<file path="config.mk">
export PLATFORM = sky130hd
export DESIGN_NAME = tcp_rx_scheduler_flat
export DESIGN_NICKNAME = d
export VERILOG_FILES = /design/src/rtl/tcp_rx_scheduler_if.sv /design/src/rtl/tcp_rx_scheduler.sv /design/src/flat_wrapper.sv
export SDC_FILE = /design/constraint.sdc
export NUM_CORES = 1
export LEC_CHECK = 0
export ABC_AREA = 0
export BUFFER_PORTS_ARGS = -buffer_cell sky130_fd_sc_hd__buf_2
export CAP_MARGIN = 20
export CORE_AREA = 2 2 151 153
export DETAILED_ROUTE_END_ITERATION = 16
export DIE_AREA = 0 0 153 155
export PLACE_DENSITY = 0.83
export SYNTH_ARGS = -nofsm -noshare
export SYNTH_HDL_FRONTEND = slang
export SYNTH_SLANG_ARGS = --single-unit
</file>
<file path="constraint.sdc">
create_clock -name clk -period 8.35 [get_ports clk]
set_input_delay 1.67 -clock clk [delete_from_list [all_inputs] [get_ports clk]]
set_output_delay 1.67 -clock clk [all_outputs]
set_load 0.01 [all_outputs]
</file>
<file path="src/rtl/tcp_rx_scheduler_if.sv">
// rtl/tcp_rx_scheduler_if.sv - ingress queue, decoder and status signals of the TCP RX scheduler
interface tcp_rx_scheduler_if #(
  parameter int CNT_W = 16
);
  logic             req_0;
  logic             req_1;
  logic [15:0]      len_0;
  logic [15:0]      len_1;
  logic [31:0]      src_ip_0;
  logic [31:0]      src_ip_1;
  logic [31:0]      dst_ip_0;
  logic [31:0]      dst_ip_1;
  logic [31:0]      rd_data_0;
  logic [31:0]      rd_data_1;
  logic             rd_en_0;
  logic             rd_en_1;
  logic             dec_reset;
  logic             dec_start;
  logic [31:0]      dec_data;
  logic [15:0]      dec_len_tcp;
  logic [31:0]      dec_src_ip;
  logic [31:0]      dec_dest_ip;
  logic             dec_fin;
  logic             dec_ok;
  logic             seg_done;
  logic             seg_ok;
  logic             seg_port;
  logic [1:0]       seg_err;
  logic             busy;
  logic [CNT_W-1:0] acc_cnt;
  logic [CNT_W-1:0] drop_cnt;

  modport master (
    input  req_0, req_1, len_0, len_1, src_ip_0, src_ip_1, dst_ip_0, dst_ip_1,
    input  rd_data_0, rd_data_1, dec_fin, dec_ok,
    output rd_en_0, rd_en_1, dec_reset, dec_start, dec_data, dec_len_tcp,
    output dec_src_ip, dec_dest_ip, seg_done, seg_ok, seg_port, seg_err,
    output busy, acc_cnt, drop_cnt
  );

  modport slave (
    output req_0, req_1, len_0, len_1, src_ip_0, src_ip_1, dst_ip_0, dst_ip_1,
    output rd_data_0, rd_data_1, dec_fin, dec_ok,
    input  rd_en_0, rd_en_1, dec_reset, dec_start, dec_data, dec_len_tcp,
    input  dec_src_ip, dec_dest_ip, seg_done, seg_ok, seg_port, seg_err,
    input  busy, acc_cnt, drop_cnt
  );
endinterface

</file>
<file path="src/rtl/tcp_rx_scheduler.sv">
// rtl/tcp_rx_scheduler.sv - round-robin sharing of one TCP segment decoder between two ingress queues
module tcp_rx_scheduler #(
  parameter int TIMEOUT = 64,
  parameter int CNT_W   = 16
) (
  input  logic               clk,
  input  logic               reset,
  tcp_rx_scheduler_if.master bus
);
  localparam logic [2:0] S_IDLE   = 3'd0;
  localparam logic [2:0] S_ARB    = 3'd1;
  localparam logic [2:0] S_CLR    = 3'd2;
  localparam logic [2:0] S_STREAM = 3'd3;
  localparam logic [2:0] S_WAIT   = 3'd4;
  localparam logic [2:0] S_DRAIN  = 3'd5;
  localparam logic [2:0] S_REPORT = 3'd6;

  localparam logic [16:0] LP_TIMEOUT = 17'(TIMEOUT);

  logic [2:0]       r_state;
  logic             r_port;
  logic             r_last;
  logic [15:0]      r_len;
  logic [31:0]      r_src;
  logic [31:0]      r_dst;
  logic [16:0]      r_nwords;
  logic [16:0]      r_cnt;
  logic             r_ok;
  logic [1:0]       r_err;
  logic [CNT_W-1:0] r_acc;
  logic [CNT_W-1:0] r_drop;

  logic             w_any_req;
  logic             w_grant;
  logic [15:0]      w_len_g;
  logic [16:0]      w_nwords;
  logic [16:0]      w_cnt_inc;
  logic             w_stream;
  logic             w_hold;
  logic             w_report;
  logic             w_pop;

  assign w_any_req = bus.req_0 | bus.req_1;
  // Both requesting: serve the port that was not served last.
  assign w_grant   = (bus.req_0 & bus.req_1) ? ~r_last : bus.req_1;
  assign w_len_g   = w_grant ? bus.len_1 : bus.len_0;
  assign w_nwords  = ({1'b0, w_len_g} + 17'd3) >> 2;
  assign w_cnt_inc = r_cnt + 17'd1;

  always_ff @(posedge clk) begin
    if (reset) begin
      r_state  <= S_IDLE;
      r_port   <= 1'b0;
      r_last   <= 1'b1;
      r_len    <= '0;
      r_src    <= '0;
      r_dst    <= '0;
      r_nwords <= '0;
      r_cnt    <= '0;
      r_ok     <= 1'b0;
      r_err    <= 2'd0;
      r_acc    <= '0;
      r_drop   <= '0;
    end else begin
      case (r_state)
        S_IDLE: begin
          if (w_any_req) r_state <= S_ARB;
        end
        S_ARB: begin
          if (!w_any_req) begin
            r_state <= S_IDLE;
          end else begin
            r_port   <= w_grant;
            r_len    <= w_len_g;
            r_src    <= w_grant ? bus.src_ip_1 : bus.src_ip_0;
            r_dst    <= w_grant ? bus.dst_ip_1 : bus.dst_ip_0;
            r_nwords <= w_nwords;
            r_cnt    <= '0;
            r_ok     <= 1'b0;
            r_err    <= 2'd0;
            r_state  <= (w_len_g < 16'd20) ? S_DRAIN : S_CLR;
          end
        end
        S_CLR: begin
          r_state <= S_STREAM;
        end
        S_STREAM: begin
          if (w_cnt_inc == r_nwords) begin
            r_cnt   <= '0;
            r_state <= S_WAIT;
          end else begin
            r_cnt <= w_cnt_inc;
          end
        end
        S_WAIT: begin
          r_cnt <= w_cnt_inc;
          // A finish flag on the final allowed cycle still wins over the watchdog.
          if (bus.dec_fin) begin
            r_ok    <= bus.dec_ok;
            r_err   <= 2'd0;
            r_state <= S_REPORT;
          end else if (w_cnt_inc == LP_TIMEOUT) begin
            r_ok    <= 1'b0;
            r_err   <= 2'd2;
            r_state <= S_REPORT;
          end
        end
        S_DRAIN: begin
          if (w_cnt_inc >= r_nwords) begin
            r_ok    <= 1'b0;
            r_err   <= 2'd1;
            r_state <= S_REPORT;
          end else begin
            r_cnt <= w_cnt_inc;
          end
        end
        S_REPORT: begin
          if (r_ok) begin
            if (!(&r_acc)) r_acc <= r_acc + 1'b1;
          end else begin
            if (!(&r_drop)) r_drop <= r_drop + 1'b1;
          end
          r_last  <= r_port;
          r_state <= w_any_req ? S_ARB : S_IDLE;
        end
        default: r_state <= S_IDLE;
      endcase
    end
  end

  assign w_stream = (r_state == S_STREAM);
  assign w_hold   = (r_state == S_CLR) | w_stream | (r_state == S_WAIT);
  assign w_report = (r_state == S_REPORT) & ~reset;
  // Drain pops only while words remain, so a zero-length segment pops nothing.
  assign w_pop    = ~reset & (w_stream | ((r_state == S_DRAIN) & (r_cnt < r_nwords)));

  assign bus.rd_en_0     = w_pop & ~r_port;
  assign bus.rd_en_1     = w_pop & r_port;
  assign bus.dec_reset   = reset | ~(w_stream | (r_state == S_WAIT));
  assign bus.dec_start   = ~reset & w_stream & (r_cnt == 17'd0);
  assign bus.dec_data    = w_stream ? (r_port ? bus.rd_data_1 : bus.rd_data_0) : 32'd0;
  assign bus.dec_len_tcp = w_hold ? r_len : 16'd0;
  assign bus.dec_src_ip  = w_hold ? r_src : 32'd0;
  assign bus.dec_dest_ip = w_hold ? r_dst : 32'd0;
  assign bus.seg_done    = w_report;
  assign bus.seg_ok      = w_report & r_ok;
  assign bus.seg_port    = w_report & r_port;
  assign bus.seg_err     = w_report ? r_err : 2'd0;
  assign bus.busy        = (r_state != S_IDLE);
  assign bus.acc_cnt     = r_acc;
  assign bus.drop_cnt    = r_drop;
endmodule

</file>
<file path="src/flat_wrapper.sv">
// flat-port wrapper written by rule: the top's interface ports become plain ports
module tcp_rx_scheduler_flat 
#(
  parameter int TIMEOUT = 64,
  parameter int CNT_W   = 16
)
  (clk, reset, bus_req_0, bus_req_1, bus_len_0, bus_len_1, bus_src_ip_0, bus_src_ip_1, bus_dst_ip_0, bus_dst_ip_1, bus_rd_data_0, bus_rd_data_1, bus_dec_fin, bus_dec_ok, bus_rd_en_0, bus_rd_en_1, bus_dec_reset, bus_dec_start, bus_dec_data, bus_dec_len_tcp, bus_dec_src_ip, bus_dec_dest_ip, bus_seg_done, bus_seg_ok, bus_seg_port, bus_seg_err, bus_busy, bus_acc_cnt, bus_drop_cnt);
  tcp_rx_scheduler_if #(.CNT_W(CNT_W)) bus_i ();
  input  logic clk;
  input  logic reset;
  input wire logic [$bits(bus_i.req_0)-1:0] bus_req_0;
  input wire logic [$bits(bus_i.req_1)-1:0] bus_req_1;
  input wire logic [$bits(bus_i.len_0)-1:0] bus_len_0;
  input wire logic [$bits(bus_i.len_1)-1:0] bus_len_1;
  input wire logic [$bits(bus_i.src_ip_0)-1:0] bus_src_ip_0;
  input wire logic [$bits(bus_i.src_ip_1)-1:0] bus_src_ip_1;
  input wire logic [$bits(bus_i.dst_ip_0)-1:0] bus_dst_ip_0;
  input wire logic [$bits(bus_i.dst_ip_1)-1:0] bus_dst_ip_1;
  input wire logic [$bits(bus_i.rd_data_0)-1:0] bus_rd_data_0;
  input wire logic [$bits(bus_i.rd_data_1)-1:0] bus_rd_data_1;
  input wire logic [$bits(bus_i.dec_fin)-1:0] bus_dec_fin;
  input wire logic [$bits(bus_i.dec_ok)-1:0] bus_dec_ok;
  output wire logic [$bits(bus_i.rd_en_0)-1:0] bus_rd_en_0;
  output wire logic [$bits(bus_i.rd_en_1)-1:0] bus_rd_en_1;
  output wire logic [$bits(bus_i.dec_reset)-1:0] bus_dec_reset;
  output wire logic [$bits(bus_i.dec_start)-1:0] bus_dec_start;
  output wire logic [$bits(bus_i.dec_data)-1:0] bus_dec_data;
  output wire logic [$bits(bus_i.dec_len_tcp)-1:0] bus_dec_len_tcp;
  output wire logic [$bits(bus_i.dec_src_ip)-1:0] bus_dec_src_ip;
  output wire logic [$bits(bus_i.dec_dest_ip)-1:0] bus_dec_dest_ip;
  output wire logic [$bits(bus_i.seg_done)-1:0] bus_seg_done;
  output wire logic [$bits(bus_i.seg_ok)-1:0] bus_seg_ok;
  output wire logic [$bits(bus_i.seg_port)-1:0] bus_seg_port;
  output wire logic [$bits(bus_i.seg_err)-1:0] bus_seg_err;
  output wire logic [$bits(bus_i.busy)-1:0] bus_busy;
  output wire logic [$bits(bus_i.acc_cnt)-1:0] bus_acc_cnt;
  output wire logic [$bits(bus_i.drop_cnt)-1:0] bus_drop_cnt;
  assign bus_i.req_0 = bus_req_0;
  assign bus_i.req_1 = bus_req_1;
  assign bus_i.len_0 = bus_len_0;
  assign bus_i.len_1 = bus_len_1;
  assign bus_i.src_ip_0 = bus_src_ip_0;
  assign bus_i.src_ip_1 = bus_src_ip_1;
  assign bus_i.dst_ip_0 = bus_dst_ip_0;
  assign bus_i.dst_ip_1 = bus_dst_ip_1;
  assign bus_i.rd_data_0 = bus_rd_data_0;
  assign bus_i.rd_data_1 = bus_rd_data_1;
  assign bus_i.dec_fin = bus_dec_fin;
  assign bus_i.dec_ok = bus_dec_ok;
  assign bus_rd_en_0 = bus_i.rd_en_0;
  assign bus_rd_en_1 = bus_i.rd_en_1;
  assign bus_dec_reset = bus_i.dec_reset;
  assign bus_dec_start = bus_i.dec_start;
  assign bus_dec_data = bus_i.dec_data;
  assign bus_dec_len_tcp = bus_i.dec_len_tcp;
  assign bus_dec_src_ip = bus_i.dec_src_ip;
  assign bus_dec_dest_ip = bus_i.dec_dest_ip;
  assign bus_seg_done = bus_i.seg_done;
  assign bus_seg_ok = bus_i.seg_ok;
  assign bus_seg_port = bus_i.seg_port;
  assign bus_seg_err = bus_i.seg_err;
  assign bus_busy = bus_i.busy;
  assign bus_acc_cnt = bus_i.acc_cnt;
  assign bus_drop_cnt = bus_i.drop_cnt;
  tcp_rx_scheduler #(.TIMEOUT(TIMEOUT), .CNT_W(CNT_W)) u_core (.clk(clk), .reset(reset), .bus(bus_i));
endmodule
</file>
# [After elaboration in Yosys (flattened, before gate mapping)]
# Cells that the tools add are included.
[totals] regBits=152 input_bits=230
[op_classes] reduce_logical=13 n_addsub=4 bitwise=23 n_eq_ne=14 muxes=33 n_lt_le_gt_ge=3
[ops] operator="$mux 32" n=6
[ops] operator="$pmux 17 s4" n=1
[ops] operator="$mux 17" n=3
[ops] operator="$add 16x1->16 const B" n=2
[ops] operator="$mux 16" n=2
[ops] operator="$reduce_and 16->1" n=2
[ops] operator="$mux 3" n=7
[ops] operator="$pmux 3 s7" n=1
[ops] operator="$add 16x2->17 const B" n=1
[ops] operator="$add 17x1->17 const B" n=1
[ops] operator="$eq 17x15->1" n=1
[ops] operator="$eq 17x7->1 const B" n=1
[ops] operator="$ge 17x15->1" n=1
[ops] operator="$logic_not 17->1" n=1
[ops] operator="$lt 17x15->1" n=1
[ops] operator="$lt 16x5->1 const B" n=1
[ops] operator="$and 1x1->1" n=10
[ops] operator="$mux 2" n=5
[ops] operator="$eq 3x3->1 const B" n=3
[ops] operator="$reduce_and 3->1" n=3
[ops] operator="$reduce_and 4->1" n=2
[ops] operator="$not 1->1" n=7
[ops] operator="$eq 3x2->1 const B" n=2
[ops] operator="$mux 1" n=6
[ops] operator="11 further kinds" n=20

# [Depth between registers and ports, before layout]
# Gate-level depths: netlist of run 1.
[logic_depth] ltp_word=7 ltp_mapped=17 depth_no_buf=14

# [Least setup slack after synthesis of run 1]
# Ideal clock, no wire load.
[synth_timing] path_kind="input -> output" startpoint="input port reset" endpoint="output port bus_seg_port" path_slack_ns=4.097 stages=4 required_ns=6.680 t_arrival_ns=2.583 cell_sequence="clkbuf_1 > clkbuf_1 > clkbuf_1 > nor3_1"
[synth_between] elab_chain_cells=3
[synth_rtl] element="start: declaration" line="flat_wrapper.sv:10" text="input logic reset;"
[synth_rtl] element="$not 1->1" line="tcp_rx_scheduler.sv:133" text="assign w_report = (r_state == S_REPORT) & ~reset;"
[synth_rtl] element="$and 1x1->1" line="tcp_rx_scheduler.sv:133"
[synth_rtl] element="$and 1x1->1" line="tcp_rx_scheduler.sv:147" text="assign bus.seg_port = w_report & r_port;"
[synth_rtl] element="end: declaration" line="flat_wrapper.sv:33" text="output wire logic [$bits(bus_i.seg_port)-1:0] bus_seg_port;"
# Every way passes these cells.

# [Worst setup path after layout of run 1]
[layout_timing] startpoint="input port reset" endpoint="output port bus_rd_en_0"
[layout_between] elab_chain_cells=3
[layout_rtl] element="$not 1->1" line="tcp_rx_scheduler.sv:135" text="assign w_pop = ~reset & (w_stream | ((r_state == S_DRAIN) & (r_cnt < r_nwords)));"
[layout_rtl] element="$and 1x1->1" line="tcp_rx_scheduler.sv:135"
[layout_rtl] element="$and 1x1->1" line="tcp_rx_scheduler.sv:137" text="assign bus.rd_en_0 = w_pop & ~r_port;"
[layout_rtl] element="end: declaration" line="flat_wrapper.sv:23" text="output wire logic [$bits(bus_i.rd_en_0)-1:0] bus_rd_en_0;"
# Every way passes these cells.

==> summary.txt, run 1 <==
Critical path
  – CP max FO: 66
  – Worst EP required: roughly 6700 ps
  – Crit path capture type: output port
  – Crit start category: input pin
  – Worst Path Arrival: around 3400 ps
  – CP max-delay cell: buf_4
  – Worst path max stage delay: between 500 and 600 ps
  – Worst Setup Path Type: input pin to output port
  – CP Cell Sequence: buf_4 > inv_1 > o21ai_0 > nor3_1 > a21oi_1 > nor2_1 > buf_2

Timing
  – Setup_tns: 0 ps
  – RSZ-0062 raised after global routing: no
  – Tcrit/Tclk final: about three fifths
  – Final hold violation count: 0
  – FMAX: 196 MHz
  – Final setup viols: 0
  – Hold slack: 456 ps
  – Max-slew headroom: between 20% and 30%
  – Min Tclk post-route: 5110 ps
  – Worst-Margin Slew: between 1000 and 1500 ps
  – Clock Skew: slightly below 10 ps
  – Final Slew Violations: 0

Run status
  – Status: finished, final reports clean

Routing
  – WL met2: around 14000 um
  – Antenna-violating nets left: 0
  – DR DRC count: 0
  – First-pass DRT Iterations: 5
  – Via count: 9321
  – Iteration-0 DRC Markers: between 600 and 700
  – Met3 wire length: 1780 um
  – Top layer in use: met4
  – WL met1: about 11000 um
  – Wirelength per Cell: ~16 um
  – Overall routed net length: ~28000 um
  – Vias per std cell: around 5.3

Floorplan
  – Die span in x: 153 um
  – Die height: between 150 and 200 um
  – Die area: ~24000 sq um
  – I/O pins: ~380
  – Core Footprint: 22200 sq um
  – Initial Utilization: between 40% and 50%
  – Num rows: 55

Synthesis
  – Largest cells by area after synthesis: dfxtp_1 (33%), mux2i_1 (13%), nor2_1 (7.6%)
  – Area leader, netlist: dfxtp_1
  – Xor and xnor area share after synthesis: ~4.1%
  – Post-synthesis simple-gate area fraction: between 20% and 30%
  – Unique masters post-synth: 70
  – Syn nets: 1398
  – Register bit count reported by yosys: roughly 150
  – Sequential fraction of the synthesis area: about a third
  – Complex-gate fraction of the synthesized area: 15.0%
  – Yosys top cell area share: about a third
  – Largest family of logic cells by synthesized area: simple AND/OR/NAND/NOR gates
  – Mapped Avg Cell Area: between 8 and 9 sq um
  – Most used DFF post-synth: dfxtp_1
  – Synth Area in Adders: ~4.7%
  – Synth Instances: 1133
  – Mapped cell area: around 9200 sq um
  – YS warnings: 0
  – Post-synthesis mux area share: 13.0%
  – Post-synth EDFFs: 0
  – Asr flop ratio synth: 0%

Cells and area
  – Seq. cell area: between 3000 and 4000 sq um
  – Nets: 1723
  – Share of layout cells above drive strength 1: 30.0%
  – Layout filler cell count: around 2k
  – Layout area overhead: 28.3%
  – Commonest non-fill, non-tap cell in the layout: buf_2
  – Most frequent cells in the layout: buf_2 (382), nor2_1 (186), dfxtp_1 (151)
  – Util after Layout: ~53%
  – Area occupied by multi-input gates: between 5000 and 6000 sq um

Global route
  – Remaining Overflow, GRT: 0
  – Initial antenna violation count: 1
  – First-pass GRT wire length: between 40000 and 50000 um
  – Overall Global Routing Usage: a little under a quarter
  – Largest net degree at the start of global routing: roughly 110
  – Vias in the first global route: between 8k and 9k

Power
  – Peak supply drop: about 0.12 mV
  – Leakage Power: 0.00515 uW
  – Final Power: 2500 uW
  – Pwr Density: about 210 nW/um^2

Placement
  – Gpl congestion: between 0.9 and 1
  – PortBufs: 383
  – Final HPWL DP: about 21000 um

Clocking
  – CTS Hold Buffers Added: 0
  – CTS resizes: 0
  – Clock transition at path regs: 60 ps
  – Post-CTS setup buffers: 0
  – Sink Count: between 150 and 200
  – CTS buffer count: 17
  – Clk_lat worst skew: around 420 ps
  – Root buffer cell: clkbuf_16
  – Maximum clock path buffer count: 2
  – CTS tree: built
  – Htree depth: 4

Worst hold path
  – Hold Crit Class: flop to flop

Flow run
  – Max cap viols: 0
flip-flops by register name (all words and copies together) (netlist names):
name                 count
u_core.r_cnt            17
u_core.r_dst            32
u_core.r_len            16
u_core.r_src            32
u_core.bus.acc_cnt      16
u_core.r_nwords         15
u_core.r_ok              1
u_core.r_last            1
u_core.bus.drop_cnt     16
u_core.r_port            1
u_core.r_state           3
u_core.r_err             2
where the power goes:
group	internal (uW)	switching (uW)	leakage [uW]
logic	323	476	0.00362
clock network	410	356	0.000292
registers	857	81.3	0.00124
worst max-delay path: cells and delay by family:
family / cells / cell delay (ps)
AO/OA/AOI/OAI: 2 / 520
AND/OR/NAND/NOR: 2 / 140
buffers and inverters: 3 / 1070
through the flow:
stage | cell area, sq um | setup WS, ps | instances
finish | 11800 | 3240 | 1757
global route | 11800 | 3120 | 1756
CTS | 11800 | 3280 | 1755
detailed placement | 11200 | 3290 | 1723
global placement | 11200 | 3320 | 1723
floorplan | 9240 | 4100 | 1133
layer usage:
metal / global-route usage, % / vias up
met2: 42.0 / 430
li1: - / 4654
met4: 7.19 / 0
met1: 26.5 / 4186
met5: 0 / -
met3: 4.07 / 51
cells by family (layout without fill, tap and decap cells):
logic type / count (synthesis) / count (layout)
AO/OA/AOI/OAI: 206 / 206
XOR/XNOR: 43 / 43
adder cells (fa/ha/maj): 35 / 35
buffers and inverters: 114 / 452
flip-flops: 152 / 152
multiplexers: 119 / 119
other: 0 / 1
AND/OR/NAND/NOR: 464 / 464
path summary, 6_finish.rpt:
path / slack (ps) / cells after the start / end / start
worst max-delay path: 3240 / 7 / bus_rd_en_0 / reset
worst min-delay path: 460 / 2 / u_core.r_nwords[6] / u_core.r_nwords[6]
worst max register to register: 3600 / 14 / u_core.r_cnt[15] / u_core.r_cnt[1]
worst min register to register: 460 / 2 / u_core.r_nwords[6] / u_core.r_nwords[6]
Yosys cell counts (9+ instances only):
master / count
a211oi_1: 82
a21oi_1: 54
buf_1: 9
buf_2: 14
clkbuf_1: 56
dfxtp_1: 152
ha_1: 35
inv_1: 31
mux2i_1: 117
nand2_1: 65
nand3_1: 21
nand3b_1: 9
nand4_1: 22
nor2_1: 186
nor2b_1: 86
nor3_1: 15
o21ai_0: 31
or3_1: 12
xnor2_1: 24
xor2_1: 19
cell type report:
class	count	share of cell area, %
multi-input cells	867	48.6
flip-flops and latches	152	25.7
repair buffers	389	16.8
clock buffers	18	3.71
well taps	285	3.01
clock inverters	14	1.27
inverters	31	0.982
diodes	1	0.0211
(Power assumes the default switching activity.)
==> run 2, diff against run 1 <==
--- a/config.mk
+++ b/config.mk
@@ -8,10 +8,10 @@
 export ABC_AREA = 0
 export BUFFER_PORTS_ARGS = -buffer_cell sky130_fd_sc_hd__buf_2
 export CAP_MARGIN = 20
-export CORE_AREA = 2 2 151 153
+export CORE_MARGIN = 2
+export CORE_UTILIZATION = 44
 export DETAILED_ROUTE_END_ITERATION = 16
-export DIE_AREA = 0 0 153 155
-export PLACE_DENSITY = 0.83
+export PLACE_DENSITY = 0.89
 export SYNTH_ARGS = -nofsm -noshare
 export SYNTH_HDL_FRONTEND = slang
 export SYNTH_SLANG_ARGS = --single-unit
==> constraint.sdc (replaced) <==
create_clock -name clk -period 4.3 [get_ports clk]
set_input_delay 0.86 -clock clk [delete_from_list [all_inputs] [get_ports clk]]
set_output_delay 0.86 -clock clk [all_outputs]
set_load 0.01 [all_outputs]
==> summary.txt, run 2 (same netlist as run 1, synthesis figures left out) <==
Cells and area
  – Most frequent cells in the layout: buf_2 (382), nor2_1 (186), dfxtp_1 (151) (unchanged)
  – Largest regs: u_core.r_dst x32, u_core.r_src x32, u_core.r_cnt x17 (unchanged)
  – Fin area: 11900 sq um (was 11800 sq um)
  – Share of layout cells above drive strength 1: 30.7% (was 30.0%)
  – Nets: 1736 (was 1723)
  – Commonest non-fill, non-tap cell in the layout: buf_2 (unchanged)
  – Layout area overhead: 29.0% (was 28.3%)
  – Layout filler cell count: 1740 (was 2031)

Timing
  – Final hold violation count: 0 (unchanged)
  – Final setup viols: 0 (unchanged)
  – Worst-Margin Slew: 1020 ps (was 1050 ps)
  – Tcrit/Tclk final: 92.1%
  – Setup_tns: 0 ps (unchanged)
  – Final Slew Violations: 0 (unchanged)
  – Clock Skew: 16.3 ps (was 9.91 ps)
  – Min Tclk post-route: a little under 4000 ps
  – Max-slew headroom: 31.2% (was 29.8%)
  – RSZ-0062 raised after global routing: no (unchanged)
  – FMAX: ~250 MHz

Critical path
  – CP Cell Sequence: ha_2 > nand3_1 > nor2_1 > xor2_1 > ha_1 > nand4_1 > nor3_1 > a2111oi_0 > o211ai_1 > or3_1 > and2_2 > a221oi_1 > nor2_1 (was buf_4 > inv_1 > o21ai_0 > nor3_1 > a21oi_1 > nor2_1 > buf_2)
  – Worst Setup Path Type: flop to flop (was input pin to output port)
  – Crit path capture type: flop (was output port)
  – Worst EP required: 4600 ps (was 6680 ps)
  – Critical path's top delay family: simple AND/OR/NAND/NOR gates (was buffers and inverters)
  – Worst r2r src: u_core.r_cnt[1] (unchanged)
  – R2r setup slk: 340 ps (was 3600 ps)
  – CP max-delay cell: dfxtp_1 (was buf_4)
  – Crit start category: flop (was input pin)
  – Worst Path Arrival: 4260 ps (was 3440 ps)
  – Worst path most repeated cell: nor2_1
  – Worst Setup SP: u_core.r_cnt[1] (was reset)
  – CP Buf/Inv Count: 0 (was 3)
  – CP max FO: 17 (was 66)
  – Worst path max stage delay: 570 ps (was 550 ps)
  – FF-to-FF path depth: 13 (was 14)
  – Worst reg2reg path endpoint: u_core.r_cnt[15] (unchanged)

Routing
  – Overall routed net length: 28200 um (was 28100 um)
  – Via count: 9459 (was 9321)
  – Iteration-0 DRC Markers: 504 (was 617)
  – Wirelength per Cell: 16.1 um (was 16.0 um)
  – Antenna-violating nets left: 0 (unchanged)
  – DR DRC count: 0 (unchanged)
  – Vias per std cell: 5.39 (was 5.31)
  – First-pass DRT Iterations: 7 (was 5)

Power
  – Pwr Density: 408 nW/um^2 (was 211 nW/um^2)
  – Switching power: 1750 uW (was 914 uW)
  – Int Pwr: 3120 uW (was 1590 uW)
  – Switching share of total power: 35.9% (was 36.5%)
  – Final Power: 4860 uW (was 2500 uW)
  – Seq pwr share: 37.4% (was 37.5%)
  – Leakage Power: 0.00519 uW (was 0.00515 uW)
  – Peak supply drop: 0.329 mV (was 0.119 mV)
  – Clock power share: 29.8% (was 30.6%)
  – Logic pwr share: 32.8% (was 31.9%)

Placement
  – Placed inst area: 11300 sq um (was 11200 sq um)
  – PortBufs: 383 (unchanged)
  – Gpl congestion: 0.921 (was 0.959)
  – Final HPWL DP: 21400 um (was 21200 um)

Run status
  – Status: finished, final reports clean (unchanged)

Clocking
  – CTS tree: built (unchanged)
  – CTS Hold Buffers Added: 0 (unchanged)
  – CTS buffer count: 17 (unchanged)
  – Post-CTS setup buffers: 0 (unchanged)
  – Sink Count: 152 (unchanged)
  – Root buffer cell: clkbuf_16 (unchanged)
  – Maximum clock path buffer count: 2 (unchanged)
  – Clk_lat worst skew: 430 ps (was 420 ps)
  – Htree depth: 4 (unchanged)
  – Clock transition at path regs: 70 ps (was 60 ps)

Global route
  – Vias in the first global route: 8687 (was 8508)
  – Largest net degree at the start of global routing: 98 (was 107)
  – Initial antenna violation count: 1 (unchanged)
  – Remaining Overflow, GRT: 0 (unchanged)
  – Overall Global Routing Usage: 24.3% (was 22.7%)
  – First-pass GRT wire length: 42900 um (was 43700 um)

Floorplan
  – Die height: 149 um (was 155 um)
  – Die area: 22200 sq um (was 23700 sq um)
  – I/O pins: 384 (unchanged)
  – Initial Utilization: 45.2% (was 41.5%)
  – Die span in x: 149 um (was 153 um)
  – Num rows: 52 (was 55)
  – Core Footprint: 20400 sq um (was 22200 sq um)

Worst hold path
  – Hold Crit Class: flop to flop (unchanged)
  – Hold Crit Start: u_core.r_nwords[3] (was u_core.r_nwords[6])
  – Worst Hold Depth: 2 (unchanged)
  – Hold path endpoint: u_core.r_nwords[3] (was u_core.r_nwords[6])

Flow run
  – Max cap viols: 0 (unchanged)
-- run 2: changes by cell type in the layout (fill, tap and decap cells not counted), sizes merged --
cell | previous run | this run
inv | 41 | 36
bufinv | 0 | 1
clkbuf | 18 | 17
buf | 389 | 402
clkinvlp | 0 | 5
diode | 1 | 2
clkinv | 4 | 3
-- run 2: repair_timing --
action                                 CTS  global route
setup endpoints to repair                0            17
endpoints found under the hold margin    0             0
gates resized for setup                  0             2
-- run 2: per-stage QoR --
step	instances	hold WS (ps)	setup slack, ps	util (%)
2_1_floorplan	1133	432	714	-
3_3_place_gp	1722	441	379	55.5
3_5_place_dp	1722	448	290	55.5
4_1_cts	1753	459	237	58.3
5_1_grt	1753	474	24.2	58.3
6_report	1755	462	339	58.3
-- run 2: worst max-delay path by stage --
| stage | to | cells past startpoint |
|---|---|---|
| floorplan | u_core.r_cnt[11] | 17 |
| global placement | u_core.r_cnt[15] | 12 |
| finish | u_core.r_cnt[15] | 13 |
| global route | u_core.r_cnt[15] | 13 |
| CTS | u_core.r_cnt[15] | 13 |
| detailed placement | u_core.r_cnt[15] | 14 |
-- run 2: worst register-to-register path, delay by kind of cell (launching register included) --
family | cells | cell delay (ps)
adder cells (fa/ha/maj) | 2 | 630
AO/OA/AOI/OAI | 3 | 1030
AND/OR/NAND/NOR | 7 | 1410
flip-flops | 1 | 570
XOR/XNOR | 1 | 200
-- run 2: power groups by stage --
stage          sequential (uW)  combinational [uW]  clock, uW
3_3_place_gp              1830                1550          0
5_1_grt                   1850                1760       1530
6_report                  1820                1600       1450
3_5_place_dp              1840                1580          0
4_1_cts                   1820                1590       1470
2_1_floorplan             1770                1140          0
-- run 2: metal layers --
layer | part of all wire (%) | up-vias | track usage [%]
li1 | - | 4662 | -
met1 | 39 | 4314 | 27.3
met2 | 51 | 419 | 44.5
met3 | 7.2 | 64 | 4.62
met4 | 3.3 | 0 | 10.8
met5 | 0 | - | 0
-- run 2: layout make-up --
class	count	area (sq um)	share of cell area, %
multi-input combinational	867	5760	48.3
sequential	152	3040	25.6
timing repair buffer	402	2090	17.5
clock buffer	17	425	3.57
tap	270	338	2.84
clock inverter	14	143	1.20
inverter	31	116	0.977
antenna	2	5.00	0.0420
